## config.mk

```make
export PLATFORM = sky130hd
export DESIGN_NAME = mips_mc_controller
export DESIGN_NICKNAME = d
export VERILOG_FILES = /design/src/rtl/mips_mc_pkg.sv /design/src/rtl/mips_mc_controller_decode.sv /design/src/rtl/mips_mc_controller.sv
export SDC_FILE = /design/constraint.sdc
export NUM_CORES = 1
export LEC_CHECK = 0
export ABC_CLOCK_PERIOD_IN_PS = 1800
export BUFFER_PORTS_ARGS = -buffer_cell sky130_fd_sc_hd__buf_2
export CORE_MARGIN = 8
export CORE_UTILIZATION = 40
export CTS_BUF_LIST = sky130_fd_sc_hd__clkbuf_4 sky130_fd_sc_hd__clkbuf_8
export DETAILED_ROUTE_END_ITERATION = 8
export PLACE_DENSITY = 0.73
export SYNTH_ARGS = -nofsm -noshare
export SYNTH_HDL_FRONTEND = slang
export SYNTH_SLANG_ARGS = --single-unit
```

## constraint.sdc

```tcl
create_clock -name clock -period 1.8 [get_ports clock]
set_input_delay 0.09 -clock clock [delete_from_list [all_inputs] [get_ports clock]]
set_output_delay 0.09 -clock clock [all_outputs]
set_load 0.03 [all_outputs]
```

## src/rtl/mips_mc_pkg.sv

```systemverilog
// mips_mc_pkg: shared encodings for the multi-cycle MIPS controller.
package mips_mc_pkg;
  typedef enum logic [3:0] {
    S_FETCH = 4'd0, S_DECODE = 4'd1, S_MEM_ADDR = 4'd2, S_MEM_READ = 4'd3,
    S_MEM_WB = 4'd4, S_MEM_WRITE = 4'd5, S_R_EXEC = 4'd6, S_R_WB = 4'd7,
    S_BRANCH = 4'd8, S_JUMP = 4'd9, S_I_EXEC = 4'd10, S_I_WB = 4'd11
  } state_t;
  localparam logic [5:0] OP_RTYPE = 6'b000000;
  localparam logic [5:0] OP_LW    = 6'b100011;
  localparam logic [5:0] OP_SW    = 6'b101011;
  localparam logic [5:0] OP_BEQ   = 6'b000100;
  localparam logic [5:0] OP_BNE   = 6'b000101;
  localparam logic [5:0] OP_J     = 6'b000010;
  localparam logic [5:0] OP_ADDI  = 6'b001000;
  localparam logic [5:0] OP_ANDI  = 6'b001100;
  localparam logic [5:0] OP_ORI   = 6'b001101;
  localparam logic [5:0] OP_SLTI  = 6'b001010;
  localparam logic [2:0] ALU_ADD   = 3'b000;
  localparam logic [2:0] ALU_SUB   = 3'b001;
  localparam logic [2:0] ALU_FUNCT = 3'b010;
  localparam logic [2:0] ALU_AND   = 3'b011;
  localparam logic [2:0] ALU_OR    = 3'b100;
  localparam logic [2:0] ALU_SLT   = 3'b101;
  localparam logic [1:0] SRC_B_RT     = 2'b00;
  localparam logic [1:0] SRC_B_FOUR   = 2'b01;
  localparam logic [1:0] SRC_B_IMM    = 2'b10;
  localparam logic [1:0] SRC_B_IMM_SH = 2'b11;
  localparam logic [1:0] PC_ALU    = 2'b00;
  localparam logic [1:0] PC_ALUOUT = 2'b01;
  localparam logic [1:0] PC_JUMP   = 2'b10;

  // Unknown opcodes map to FETCH, which doubles as the illegal-op test.
  function automatic state_t decode_next(input logic [5:0] op);
    case (op)
      OP_RTYPE: return S_R_EXEC;
      OP_LW, OP_SW: return S_MEM_ADDR;
      OP_BEQ, OP_BNE: return S_BRANCH;
      OP_J: return S_JUMP;
      OP_ADDI, OP_ANDI, OP_ORI, OP_SLTI: return S_I_EXEC;
      default: return S_FETCH;
    endcase
  endfunction

  function automatic logic [2:0] i_alu_op(input logic [5:0] op);
    return op == OP_ANDI ? ALU_AND : op == OP_ORI ? ALU_OR : op == OP_SLTI ? ALU_SLT : ALU_ADD;
  endfunction
endpackage

```

## src/rtl/mips_mc_controller_decode.sv

```systemverilog
// mips_mc_decode: per-state control output decode (combinational).
module mips_mc_decode
  import mips_mc_pkg::*;
(
  input  state_t      state,
  input  logic [5:0]  opcode,
  input  logic        zero,
  input  logic        ready,
  output logic        pc_en,
  output logic        ir_write,
  output logic        iord,
  output logic        mem_read,
  output logic        mem_write,
  output logic        mem_to_reg,
  output logic        reg_dst,
  output logic        reg_write,
  output logic        alu_src_a,
  output logic [1:0]  alu_src_b,
  output logic [2:0]  alu_op,
  output logic [1:0]  pc_source,
  output logic        ext_type,
  output logic        instr_done,
  output logic        illegal_op
);
  always_comb begin
    pc_en = 1'b0;
    ir_write = 1'b0;
    iord = 1'b0;
    mem_read = 1'b0;
    mem_write = 1'b0;
    mem_to_reg = 1'b0;
    reg_dst = 1'b0;
    reg_write = 1'b0;
    alu_src_a = 1'b0;
    alu_src_b = SRC_B_RT;
    alu_op = ALU_ADD;
    pc_source = PC_ALU;
    ext_type = 1'b0;
    instr_done = 1'b0;
    illegal_op = 1'b0;
    case (state)
      S_FETCH: begin
        mem_read = 1'b1;
        alu_src_b = SRC_B_FOUR;
        ir_write = ready;
        pc_en = ready;
      end
      S_DECODE: begin
        alu_src_b = SRC_B_IMM_SH;
        ext_type = 1'b1;
        illegal_op = decode_next(opcode) == S_FETCH;
      end
      S_MEM_ADDR: begin
        alu_src_a = 1'b1;
        alu_src_b = SRC_B_IMM;
        ext_type = 1'b1;
      end
      S_MEM_READ: begin
        mem_read = 1'b1;
        iord = 1'b1;
      end
      S_MEM_WB: begin
        reg_write = 1'b1;
        mem_to_reg = 1'b1;
        instr_done = 1'b1;
      end
      S_MEM_WRITE: begin
        mem_write = 1'b1;
        iord = 1'b1;
        instr_done = ready;
      end
      S_R_EXEC: begin
        alu_src_a = 1'b1;
        alu_op = ALU_FUNCT;
      end
      S_R_WB: begin
        reg_write = 1'b1;
        reg_dst = 1'b1;
        instr_done = 1'b1;
      end
      S_BRANCH: begin
        alu_src_a = 1'b1;
        alu_op = ALU_SUB;
        pc_source = PC_ALUOUT;
        pc_en = opcode == OP_BNE ? ~zero : zero;
        instr_done = 1'b1;
      end
      S_JUMP: begin
        pc_source = PC_JUMP;
        pc_en = 1'b1;
        instr_done = 1'b1;
      end
      S_I_EXEC: begin
        alu_src_a = 1'b1;
        alu_src_b = SRC_B_IMM;
        alu_op = i_alu_op(opcode);
        ext_type = !(opcode == OP_ANDI || opcode == OP_ORI);
      end
      S_I_WB: begin
        reg_write = 1'b1;
        instr_done = 1'b1;
      end
      default: ;
    endcase
  end
endmodule

```

## src/rtl/mips_mc_controller.sv

```systemverilog
// mips_mc_controller: multi-cycle MIPS control FSM.
// Define MC_MEM_WAIT_EN to enable the mem_ready wait handshake.
module mips_mc_controller
  import mips_mc_pkg::*;
(
  input  logic        clock,
  input  logic        reset,
  input  logic [5:0]  opcode,
  input  logic        zero,
  input  logic        mem_ready,
  output logic        pc_en,
  output logic        ir_write,
  output logic        iord,
  output logic        mem_read,
  output logic        mem_write,
  output logic        mem_to_reg,
  output logic        reg_dst,
  output logic        reg_write,
  output logic        alu_src_a,
  output logic [1:0]  alu_src_b,
  output logic [2:0]  alu_op,
  output logic [1:0]  pc_source,
  output logic        ext_type,
  output logic        instr_done,
  output logic        illegal_op,
  output logic [3:0]  state
);
  state_t st, nxt;
  logic ready, raw_pc_en, raw_ir_write, raw_done, raw_illegal;
`ifdef MC_MEM_WAIT_EN
  assign ready = mem_ready;
`else
  assign ready = mem_ready | 1'b1;
`endif
  always_ff @(posedge clock or negedge reset)
    if (!reset) st <= S_FETCH;
    else st <= nxt;
  always_comb begin
    nxt = S_FETCH;
    case (st)
      S_FETCH: nxt = ready ? S_DECODE : S_FETCH;
      S_DECODE: nxt = decode_next(opcode);
      S_MEM_ADDR: nxt = opcode == OP_SW ? S_MEM_WRITE : S_MEM_READ;
      S_MEM_READ: nxt = ready ? S_MEM_WB : S_MEM_READ;
      S_MEM_WRITE: nxt = ready ? S_FETCH : S_MEM_WRITE;
      S_R_EXEC: nxt = S_R_WB;
      S_I_EXEC: nxt = S_I_WB;
      default: nxt = S_FETCH;
    endcase
  end
  mips_mc_decode u_decode (
    .state(st), .opcode(opcode), .zero(zero), .ready(ready),
    .pc_en(raw_pc_en), .ir_write(raw_ir_write), .iord(iord), .mem_read(mem_read),
    .mem_write(mem_write), .mem_to_reg(mem_to_reg), .reg_dst(reg_dst),
    .reg_write(reg_write), .alu_src_a(alu_src_a), .alu_src_b(alu_src_b),
    .alu_op(alu_op), .pc_source(pc_source), .ext_type(ext_type),
    .instr_done(raw_done), .illegal_op(raw_illegal)
  );
  // Load and pulse outputs are held off while reset is asserted.
  assign pc_en = raw_pc_en & reset;
  assign ir_write = raw_ir_write & reset;
  assign instr_done = raw_done & reset;
  assign illegal_op = raw_illegal & reset;
  assign state = st;
endmodule

```

# After elaboration in Yosys (flattened, before gate mapping)
# Cells that the tools add are included.
classes:
  reduce_logical: 16
  div: 0
  n_shift: 0
  n_eq_ne: 20
  n_mul: 0
  add_sub_neg: 0
  bitwise_logic: 5
  magnitude_cmp: 0
  muxes: 23
ops:
  columns: ["op", "count"]
  rows:
  - ["6-bit by 4-bit == test with 1-bit output (second input constant)", 4]
  - ["4-bit case mux with 6 select lines", 1]
  - ["4-bit case mux with 5 select lines", 1]
  - ["4-bit by 3-bit == test with 1-bit output (second input constant)", 4]
  - ["4-bit == test (second input constant)", 4]
  - ["2-bit OR reduction", 7]
  - ["6-bit by 3-bit == test with 1-bit output (second input constant)", 2]
  - ["6-bit == test (second input constant)", 2]
  - ["3-bit two-way mux", 4]
  - ["1-bit two-way mux", 11]
  - ["3-bit case mux with 3 select lines", 1]
  - ["4-bit by 2-bit == test with 1-bit output (second input constant)", 2]
  - ["4-bit zero test", 2]
  - ["4-bit OR reduction", 2]
  - ["6-bit by 2-bit == test with 1-bit output (second input constant)", 1]
  - ["6-bit zero test", 1]
  - ["2-bit case mux with 3 select lines", 1]
  - ["6-bit OR reduction", 1]
  - ["1-bit AND", 4]
  - ["4-bit by 1-bit == test with 1-bit output (second input constant)", 1]
  - ["4-bit two-way mux", 1]
  - ["1-bit case mux with 2 select lines", 2]
  - ["2-bit case mux with 2 select lines", 1]
  - ["3-bit OR reduction", 1]
  - ["3 further kinds", 3]
totals:
  input_bits: 10
  elab_cells: 65
  latchBits: 0
  romBits: 0
  out_inout_bits: 23
  memories: 0
  reg_bits: 4
  ram_bits: 0

# Depth between registers and ports, before layout
# Gate-level depths: netlist of the first run.
logic_depth:
  word_depth: 7
  mapped_depth: 5
  depth_no_buf: 4

# By module
# A second synthesis of the first run with hierarchy kept.
hier_totals:
  hier_cells: 94
  area_unflattened_um2: 675.6
by_module_without_submodules:
  columns: ["module", "cells_per_inst", "area_per_inst_um2", "n_inst"]
  rows:
  - ["mips_mc_decode", 57, 345.3, 1]
  - ["mips_mc_controller", 37, 330.3, 1]

# Worst setup path after synthesis of the first run
# No wires, ideal clock.
synth_timing:
  kind: "register to output"
  start: "register st[0] (netlist: state[0])"
  end: "output illegal_op"
  stages_incl_launch_ff: 4
  arrival_ns: 2.522
  setup_slack_ns: -0.812
  cell_sequence: "dfrtp_1 > clkbuf_1 > nand2_1 > a2111oi_0"
synth_between:
  elab_chain_len: 3
synth_lines:
  columns: ["element", "line", "text"]
  rows:
  - ["from (decl)", "mips_mc_controller.sv:28", "state_t st, nxt;"]
  - ["from (signal assigned)", "mips_mc_controller.sv:37", "else st <= nxt;"]
  - ["4-bit by 1-bit == test with 1-bit output", null, null]
  - ["1-bit two-way mux", "mips_mc_controller_decode.sv:41", "case (state)"]
  - ["1-bit AND", "mips_mc_controller.sv:63", "assign illegal_op = raw_illegal & reset;"]
  - ["to (decl)", "mips_mc_controller.sv:25", "output logic illegal_op,"]
# No other way between the ends.

# Worst setup path in the final report of the first run
layout_timing:
  start: "register st[2] (netlist: state[2])"
  end: "output alu_op[1]"
layout_between:
  elab_chain_len: 2
  elab_cells_between_ends: 4
  classes_between: "eq/ne (3); mux (1)"
layout_lines:
  columns: ["element", "line", "text"]
  rows:
  - ["4-bit == test or 4-bit by 3-bit == test with 1-bit output (tied branches)", "mips_mc_controller_decode.sv:41", null]
  - ["3-bit case mux with 3 select lines *", "mips_mc_controller_decode.sv:41", null]
  - ["to (decl)", "mips_mc_controller.sv:21", "output logic [2:0] alu_op,"]
# Every way passes the cells marked *; elsewhere a longest branch is shown, timed or not.

==> run summary, run 1 <==
result of the run: finished clean
Clk pin slew, worst setup/hold paths: 30 ps
Worst Reg-to-Reg Cells: 3
startpoint type of the worst setup path: flip-flop
CTS tree: done
crit path capture: alu_op[1]
via count: 772
final instance count without filler cells: 136
post-synthesis cell count: 85
synthesis-stage register bit count: 4
setup repair after global routing missed its margin: no
Routed Antenna Nets: 0
Mapped Area: 599.3 um2
number of synthesis warnings: 0
post-detailed-placement cell area: 797.0 um2
count of TritonRoute iterations in the first routing pass: 5
vias per inst: 5.676
top cells by area, synth: sky130_fd_sc_hd__dfrtp_1 17%, sky130_fd_sc_hd__nand2_1 6.9%, sky130_fd_sc_hd__nor3_1 6.7%
type of the most critical hold path: in -> async
Initial Utilization: 41.22%
switching share of total power: 58.35%
top achievable clock speed: 595.1 MHz
internal power: 479.0 uW
area of the die: 2993 um2
Finished Cell Area: 838.3 um2
final weighted congestion of routability-driven global placement: 0.8515
critical path capture point type: output port
input/output buffers: 31
Die Height: 54.71 um
Tcrit/Tclk final: 93.35%
type of the worst setup path: reg -> out
TritonCTS Sinks: 4
fraction of layout cells with a size suffix above 1: 41.67%
Synth top area share: 16.70%
worst hold margin: 242.0 ps
width of the die: 54.71 um
flip-flop count of the largest register after layout: 4
count of max-cap constraint violations: 0
area leader, netlist: sky130_fd_sc_hd__dfrtp_1
first-pass GRT wire length: 3.346 mm
unique cell type count in the Yosys netlist: 38
setup repair bufs after CTS: 0
FILL cells: 142
maximum clock path buffer count: 2
count of nets after finishing: 132
relative contribution of sequential cells to total power: 11.1%
Post-Synthesis Mean Instance Area: 7.051 um2
count of flip-flops with a built-in enable after synthesis: 0
standby leakage power: 0.4439 nW
HPWL after DPL: 1.551 mm
capture point of the worst reg-to-reg path: state[1]
antenna violations before repair: 0
layout-stage area growth over the synthesis result: 39.87%
number of diodes: 0
top_reg_cell synth: sky130_fd_sc_hd__dfrtp_1
top cell types by occurrence after synthesis: 11 x sky130_fd_sc_hd__nand2_1, 10 x sky130_fd_sc_hd__nor2_1, 8 x sky130_fd_sc_hd__nor3_1
area of the core region: 1454 um2
highest net fanout along the worst path: 5
Worst Path Arrival: 1590 ps
final-report setup violation count: 0
start point of the critical path: state[2]
number of hold violations in the final report: 0
Max Clock Skew: 0.4480 ps
cell at the root of the clock tree: sky130_fd_sc_hd__clkbuf_4
relative contribution of combinational cells to total power: 79.6%
leftover overflow at the end of global routing: 0
part of the Yosys area used for sequential elements: 16.70%
total number of H-tree levels: 1
drt first-iter violations: 24
aggregate routed wire length: 2.062 mm
DRC Markers: 0
number of placement rows: 14
worst slew margin relative to its limit: 69.77%
post-layout minimum cycle time: 1680 ps
vias in the first global route: 769
count of placed standard cells including taps: 132
reg2reg start: state[2]
worst IR drop on VDD: 0.8732 mV
library cell with the highest instance count after synthesis: sky130_fd_sc_hd__nand2_1
# IOs: 33
required time of the worst setup path: 1710 ps
final number of max-transition violations: 0
async set-or-reset flop fraction in the synthesized netlist: 100.0%
clock latency on the worst-skew pair: 230 ps
net count of the mapped netlist: 95
Power Density: 1372 nW/um2
CTS buffer count: 3
R2R Setup Slk: 400 ps
routed length per placed instance: 15.16 um
total routing usage reported by global routing: 14.69%
net switching power figure: 671.2 uW
largest net degree at the start of global routing: 17
Clk pwr share: 9.3%
slew at the pin with the worst max-slew slack: 449.6 ps
-- cells in the final DEF, fill, tap and decap left out, types with 3 or more instances in the layout --
master and instances:
sky130_fd_sc_hd__dfrtp_1 4, sky130_fd_sc_hd__nand2_1 11, sky130_fd_sc_hd__inv_1 4, sky130_fd_sc_hd__nor2_1 10, sky130_fd_sc_hd__nor3_1 6, sky130_fd_sc_hd__buf_2 30, sky130_fd_sc_hd__and3_1 3, sky130_fd_sc_hd__buf_4 6
sky130_fd_sc_hd__nand2b_1 4, sky130_fd_sc_hd__a21oi_1 5, sky130_fd_sc_hd__o21ai_0 3, sky130_fd_sc_hd__clkbuf_4 3
-- critical path, stage by stage (launching register included) --
cell and delay [ps]:
sky130_fd_sc_hd__dfrtp_1 390, sky130_fd_sc_hd__or2b_4 280, sky130_fd_sc_hd__or3_1 390, sky130_fd_sc_hd__a21oi_2 150, sky130_fd_sc_hd__buf_6 140
-- area by class of cell --
cell class / instances / area, um2 / area share [%]
Tap cell: 16 / 20.02 / 2.388
Sequential cell: 4 / 100.1 / 11.94
Timing Repair Buffer: 38 / 216.5 / 25.82
Inverter: 4 / 15.01 / 1.791
Multi-Input combinational cell: 71 / 464.2 / 55.37
Clock buffer: 3 / 22.52 / 2.687
-- worst min path at each step --
stage / from / endpoint / slack, ps
floorplan: reset / state[0] / -210
global placement: reset / state[3] / -80
detailed placement: reset / state[1] / -70
CTS: reset / state[1] / 220
global route: reset / state[2] / 240
finish: reset / state[1] / 240
-- per-layer routing --
metal  part of all wire (%)  routed length, um  vias up  global-route usage, %
li1                       -                  -      386                      -
met1                     41                846      351                  17.10
met2                     50               1023       35                  24.53
met3                    9.3                192        0                  3.804
met4                      0                  0        0                  6.557
met5                      0                  0        -                      0
-- kinds of logic (layout without fill, tap and decap cells) --
logic type                after synthesis  after routing  share of synthesized area [%]
AOI/OAI and AO/OA                      23             23                          29.23
and+or+nand+nor                        46             46                          41.55
buffers and inverters                  10             45                          9.602
DFF                                     4              4                          16.70
xor gates and xnor gates                2              2                          2.923
-- metrics by stage --
step           power, mW  util, %  setup slack, ps  TNS (ps)
2_1_floorplan     0.7779        -           -17.27    -17.27
4_1_cts            1.146    57.06            12.56         0
6_report           1.150    57.66            119.7         0
3_3_place_gp       1.017    54.82            272.4         0
5_1_grt            1.238    57.66            5.187         0
3_5_place_dp       1.031    54.82            261.4         0
-- power by group through the flow --
stage	clock, mW	sequential [mW]	combinational [mW]
after floorplan	0	0.194	0.584
after global placement	0	0.126	0.891
after detailed placement	0	0.128	0.904
after CTS	0.110	0.127	0.909
after global routing	0.126	0.130	0.983
final	0.107	0.127	0.916
-- what timing repair did --
| action | 4_1_cts | 5_1_grt |
|---|---|---|
| endpoints found under the hold margin | 4 | 0 |
| resized for setup | 0 | 4 |
| endpoints found under the setup margin | 0 | 1 |
| hold buffers | 1 | 0 |
Note: power is estimated with default switching activity, not from simulation.
==> inputs of run 2 (changes only) <==
Settings changed: ABC_CLOCK_PERIOD_IN_PS 1800 to 1790, PLACE_DENSITY 0.73 to 0.74.
Clock period 1.8 ns to 1.79 ns, I/O delays scaled along.
==> run 2 against run 1 <==
Cell area increased by 0.15%. Sequential cell count unchanged. First-iteration DRC count decreased by 50%. Routed wire length decreased by 6.0%. Sequential share of layout area increased by 0.13 points. Die area unchanged. Clock skew increased by 5.2 ps. Register-to-register slack got worse by 150 ps. Worst hold slack got worse by 19 ps. Largest power group unchanged. Highest routed layer unchanged.
==> run summary, run 2 (same netlist as run 1, synthesis figures left out) <==
number of hold violations in the final report: 0 (unchanged)
total number of H-tree levels: 1 (unchanged)
most frequent standard cell in the layout excluding fill and tap cells: sky130_fd_sc_hd__buf_2
Routed Antenna Nets: 0 (unchanged)
required time of the worst setup path: 1700 ps (about the same)
final weighted congestion of routability-driven global placement: 0.8119 (-4.7%)
post-detailed-placement cell area: 797.0 um2 (unchanged)
standby leakage power: 0.4424 nW (-0.35%)
drt first-iter violations: 12 (-50%)
width of the die: 54.71 um (unchanged)
CTS buffer count: 3 (unchanged)
highest net fanout along the worst path: 9 (+4)
CTS tree: done
Power Density: 1371 nW/um2 (about the same)
first-pass GRT wire length: 2.808 mm (-16%)
Initial Utilization: 41.22% (unchanged)
setup repair after global routing missed its margin: no
input/output buffers: 31 (unchanged)
post-layout minimum cycle time: 1694 ps
worst IR drop on VDD: 1.085 mV (+24%)
routed length per placed instance: 14.26 um (-6.0%)
cell at the root of the clock tree: sky130_fd_sc_hd__clkbuf_4
final-report setup violation count: 0 (unchanged)
antenna violations before repair: 0 (unchanged)
R2R Setup Slk: 250 ps (-150 ps)
aggregate routed wire length: 1.939 mm (-6.0%)
# IOs: 33 (unchanged)
fraction of layout cells with a size suffix above 1: 42.50% (+0.83 points)
via count: 746 (-3.4%)
area of the die: 2993 um2 (unchanged)
Worst Reg-to-Reg Cells: 4 (+1)
TritonCTS Sinks: 4 (unchanged)
critical path capture point type: output port
Finished Cell Area: 839.6 um2 (+0.15%)
Max Clock Skew: 5.666 ps (+5.218 ps)
area of the core region: 1454 um2 (unchanged)
count of TritonRoute iterations in the first routing pass: 4 (-1)
HPWL after DPL: 1.526 mm (-1.6%)
top achievable clock speed: 590.3 MHz
share of the core filled with cells: 57.75% (+0.086 points)
flip-flop count of the largest register after layout: 4 (unchanged)
Worst Path Arrival: 1600 ps (about the same)
largest net degree at the start of global routing: 17 (unchanged)
worst slew margin relative to its limit: 74.67% (+4.9 points)
result of the run: finished clean
count of placed standard cells including taps: 132 (unchanged)
Clk pin slew, worst setup/hold paths: 40 ps (about the same)
slew at the pin with the worst max-slew slack: 376.8 ps (-72.80 ps)
type of the worst setup path: reg -> out
type of the most critical hold path: in -> reg
count of max-cap constraint violations: 0 (unchanged)
leftover overflow at the end of global routing: 0 (unchanged)
Tcrit/Tclk final: 94.63%
clock latency on the worst-skew pair: 240 ps (about the same)
final number of max-transition violations: 0 (unchanged)
final instance count without filler cells: 136 (unchanged)
Die Height: 54.71 um (unchanged)
number of placement rows: 14 (unchanged)
total routing usage reported by global routing: 12.36% (-2.3 points)
commonest cells after routing, fill and taps aside: 30 x sky130_fd_sc_hd__buf_2, 11 x sky130_fd_sc_hd__nand2_1, 10 x sky130_fd_sc_hd__nor2_1
maximum clock path buffer count: 2 (unchanged)
vias in the first global route: 661 (-14%)
startpoint type of the worst setup path: flip-flop
worst hold path depth: 3
number of diodes: 0 (unchanged)
layout-stage area growth over the synthesis result: 40.08%
count of nets after finishing: 132 (unchanged)
DRC Markers: 0 (unchanged)
vias per inst: 5.485 (-3.4%)
FILL cells: 146 (+2.8%)
## run 2: metal layers
layer / global-route usage (%) / up-vias / routed length, um
met5: 0 / - / 0
met3: 2.717 / 0 / 147
met2: 21.13 / 30 / 973
li1: - / 386 / -
met4: 4.508 / 0 / 0
met1: 14.66 / 330 / 818
## run 2: power by group
group | leakage [nW] | total (mW) | switching, mW | internal, mW
Clock | 0.0138 | 0.118 | 0.0424 | 0.0754
Combinational | 0.377 | 0.893 | 0.601 | 0.291
Sequential | 0.0514 | 0.141 | 0.0241 | 0.116
Total | 0.442 | 1.15 | 0.668 | 0.483
## run 2: layout make-up
class,count,area (um2),share of cell area (%)
Clock buffer,3,22.52,2.683
Tap cell,16,20.02,2.385
Timing Repair Buffer,38,216.5,25.78
Sequential cell,4,101.3,12.07
Multi-Input combinational cell,71,464.2,55.29
Inverter,4,15.01,1.788
## run 2: worst paths after layout
| check | startpoint | endpoint |
|---|---|---|
| setup reg to reg | state[2] | state[1] |
| min in group asynchronous | reset | state[2] |
| hold reg to reg | state[3] | state[2] |
| setup / recovery | state[2] | illegal_op |
| hold / removal | opcode[1] | state[0] |
| max in group asynchronous | reset | state[1] |
## run 2: repair_timing
item	CTS	global route
buffers inserted	0	0
hold buffers	1	0
endpoints found under the hold margin	4	0
setup endpoints to repair	1	2
gates resized for setup	1	3
## run 2: worst max-delay path, cell delays in order, from the launching register on
cell and delay (ps):
sky130_fd_sc_hd__dfrtp_1 380, sky130_fd_sc_hd__buf_4 170, sky130_fd_sc_hd__nor2_1 140, sky130_fd_sc_hd__nand2_1 110, sky130_fd_sc_hd__a2111oi_2 300, sky130_fd_sc_hd__buf_2 260
## run 2: stage by stage
stage	total power, mW	setup TNS, ps	hold WS, ps	worst slack, ps
floorplan	0.7822	-26.77	-206.1	-26.77
global placement	1.022	0	-74.94	271.0
detailed placement	1.034	0	-72.11	260.6
CTS	1.157	0	202.6	27.72
global route	1.229	0	218.0	11.10
finish	1.151	0	223.1	96.07
==> inputs of run 3 (changes only) <==
Settings changed: CELL_PAD_IN_SITES_DETAIL_PLACEMENT from default to 2, CELL_PAD_IN_SITES_GLOBAL_PLACEMENT from default to 2, CORE_UTILIZATION 40 to 24, PLACE_DENSITY 0.74 to 0.82, SYNTH_HIERARCHICAL from default to 1.
==> run 3 against run 2 <==
Setup slack got worse by 40 ps. Sequential cell count unchanged. Clock-buffer cell count unchanged. Synthesized cell count rose by 11%. Non-clock buffer count up 13. Sequential share of layout area shrank 2.5 points. Register-to-register slack improved by 120 ps. Worst hold slack better by 2.9 ps. Critical endpoint is now pc_en.
==> run summary, run 3 <==
result of the run: finished clean
first-pass GRT wire length: 4.933 mm (+76%)
aggregate routed wire length: 3.196 mm (+65%)
leftover overflow at the end of global routing: 0 (unchanged)
Setup TNS Final: 0 ps (unchanged)
final number of max-transition violations: 0 (unchanged)
Power Density: 1174 nW/um2 (-14%)
share of the core filled with cells: 40.40% (-17 points)
critical path's slowest cell: sky130_fd_sc_hd__dfrtp_2
required time of the worst setup path: 1700 ps (about the same)
Mapped Area: 675.6 um2 (+13%)
final weighted congestion of routability-driven global placement: 0.7773 (-4.3%)
top cell types by occurrence after synthesis: 7 x sky130_fd_sc_hd__nand2_1, 7 x sky130_fd_sc_hd__nor2_1, 6 x sky130_fd_sc_hd__a21oi_1
fraction of layout cells with a size suffix above 1: 46.58% (+4.1 points)
width of the die: 69.06 um (+26%)
Worst Path Arrival: 1640 ps (+40 ps)
setup repair after global routing missed its margin: yes
Clk pwr share: 8.4% (-1.8 points)
most frequent standard cell in the layout excluding fill and tap cells: sky130_fd_sc_hd__buf_2
internal power: 576.2 uW (+19%)
commonest cells after routing, fill and taps aside: 28 x sky130_fd_sc_hd__buf_2, 20 x sky130_fd_sc_hd__buf_4, 7 x sky130_fd_sc_hd__nand2_1, 7 x sky130_fd_sc_hd__nor2_1, 6 x sky130_fd_sc_hd__a21oi_1
DRC Markers: 0 (unchanged)
crit-path most repeated cell: sky130_fd_sc_hd__o311ai_1
HPWL after DPL: 2.364 mm (+55%)
number of diodes: 0 (unchanged)
routed length per placed instance: 18.06 um (+27%)
Synth top area share: 14.81% (-1.9 points)
count of placed standard cells including taps: 165 (+25%)
switching share of total power: 55.18% (-2.8 points)
top_reg_cell synth: sky130_fd_sc_hd__dfrtp_1
count of flip-flops with a built-in enable after synthesis: 0 (unchanged)
total routing usage reported by global routing: 11.70% (-0.67 points)
area of the core region: 2710 um2 (+86%)
cell at the root of the clock tree: sky130_fd_sc_hd__clkbuf_4
highest net fanout along the worst path: 6 (-3)
number of hold violations in the final report: 0 (unchanged)
async set-or-reset flop fraction in the synthesized netlist: 100.0% (unchanged)
total number of H-tree levels: 1 (unchanged)
count of max-cap constraint violations: 0 (unchanged)
largest net degree at the start of global routing: 16 (-1)
input/output buffers: 31 (unchanged)
CTS buffer count: 3 (unchanged)
smallest setup slack after layout: 56.16 ps (-39.91 ps)
synthesis-stage register bit count: 4 (unchanged)
number of synthesis warnings: 6 (+6)
Tcrit/Tclk final: 96.86% (+2.2 points)
post-synthesis cell count: 94 (+11%)
top achievable clock speed: 576.8 MHz (-2.3%)
type of the most critical hold path: in -> async
Max Clock Skew: 0.02665 ps (-5.640 ps)
startpoint type of the worst setup path: flip-flop
top cells by area, synth: sky130_fd_sc_hd__dfrtp_1 15%, sky130_fd_sc_hd__nand2b_1 4.6%, sky130_fd_sc_hd__a21oi_1 4.4%
standby leakage power: 0.4902 nW (+11%)
post-layout minimum cycle time: 1734 ps (+39.91 ps)
area leader, netlist: sky130_fd_sc_hd__dfrtp_1
unique cell type count in the Yosys netlist: 41 (+7.9%)
final-report setup violation count: 0 (unchanged)
relative contribution of sequential cells to total power: 14.1% (+1.9 points)
worst slew margin relative to its limit: 62.68% (-12 points)
drt first-iter violations: 40 (+28)
Die Height: 69.06 um (+26%)
CTS tree: done
TritonCTS Sinks: 4 (unchanged)
final instance count without filler cells: 177 (+30%)
placement-stage worst setup slack: 169.8 ps (-90.77 ps)
Initial Utilization: 24.93% (-16 points)
critical path capture point type: output port
area of the die: 4769 um2 (+59%)
vias in the first global route: 1038 (+57%)
layout-stage area growth over the synthesis result: 62.04%
Routed Antenna Nets: 0 (unchanged)
flip-flop count of the largest register after layout: 4 (unchanged)
Clk pin slew, worst setup/hold paths: 40 ps (about the same)
count of TritonRoute iterations in the first routing pass: 4 (unchanged)
relative contribution of combinational cells to total power: 77.5% (about the same)
net switching power figure: 709.4 uW (+6.2%)
count of nets after finishing: 158 (+20%)
global routing usage on met1: 13.32% (-1.3 points)
worst IR drop on VDD: 0.5827 mV (-46%)
critical path's largest stage delay: 460 ps (+80 ps)
maximum clock path buffer count: 2 (unchanged)
slew at the pin with the worst max-slew slack: 558.6 ps (+181.8 ps)
# IOs: 33 (unchanged)
fraction of met2 tracks used by global routing: 21.11% (-0.026 points)
antenna violations before repair: 0 (unchanged)
clock latency on the worst-skew pair: 230 ps (about the same)
global routing met3 resource utilization: 3.290% (+0.57 points)
critical-path cell list: nor4b_4 > o311ai_1 > o311ai_1 > and2_2 > clkbuf_4
part of the Yosys area used for sequential elements: 14.81% (-1.9 points)
global route hottest layer: met2
vias per inst: 5.232 (-4.6%)
Post-Synthesis Mean Instance Area: 7.188 um2 (+1.9%)
via count: 926 (+24%)
type of the worst setup path: reg -> out
number of placement rows: 19 (+5)
## run 3: cells by family after synthesis
group / Yosys count / synth area share (%)
buf+inv: 9 / 5.371
xor+xnor: 1 / 1.297
compound gates: 24 / 24.63
flops: 4 / 14.82
simple gates: 53 / 50.38
fa+ha+maj: 1 / 1.482
mux: 1 / 1.482
other cells: 1 / 0.5550
## run 3: final timing paths
kind,startpoint,endpoint,slack [ps],cells past startpoint
worst max-delay path,state[1],pc_en,60,5
worst min-delay path,reset,state[0],230,2
worst max register to register,state[3],state[3],370,4
worst min register to register,state[2],state[1],670,2
max in group asynchronous,reset,state[1],1400,2
min in group clock,opcode[5],state[3],270,3
## run 3: timing repair
item / in CTS / in global routing
endpoints found under the hold margin: 4 / 0
setup buffers: 0 / 8
setup endpoints to repair: 2 / 6
gates resized for setup: 1 / 5
pin swaps: 0 / 1
hold buffers: 1 / 0
## run 3: layout make-up
cell class | count | area, um2
inverters | 5 | 18.77
multi-input cells | 83 | 594.3
fillers | 336 | 1615
repair buffers | 51 | 315.3
flip-flops and latches | 4 | 105.1
well taps | 31 | 38.79
clock buffers | 3 | 22.52
## run 3: critical path, delay by kind of cell (launching register included)
kind	cells	cell delay, ps
AOI/OAI and AO/OA	2	270
buffers and inverters	1	180
DFF	1	460
and+or+nand+nor	2	520
## run 3: metal layers
metal | wire length, um | vias up
li1 | - | 454
met1 | 1364 | 444
met2 | 1639 | 28
met3 | 192 | 0
met4 | 0 | 0
met5 | 0 | -
## run 3: through the flow
step / power, mW / instance area (um2) / hold slack [ps]
after detailed placement: 1.094 / 987.2 / -68.43
final: 1.286 / 1095 / 225.9
after floorplan: 0.7877 / 728.2 / -206.1
after global routing: 1.375 / 1095 / 242.1
after global placement: 1.064 / 987.2 / -69.27
after CTS: 1.209 / 1021 / 224.3
## run 3: power by group through the flow
stage          clock network [mW]  logic (mW)  registers [mW]
2_1_floorplan                   0       0.578           0.209
3_3_place_gp                    0       0.874           0.191
3_5_place_dp                    0       0.899           0.195
4_1_cts                     0.109       0.903           0.197
5_1_grt                     0.118        1.07           0.187
6_report                    0.108       0.996           0.181
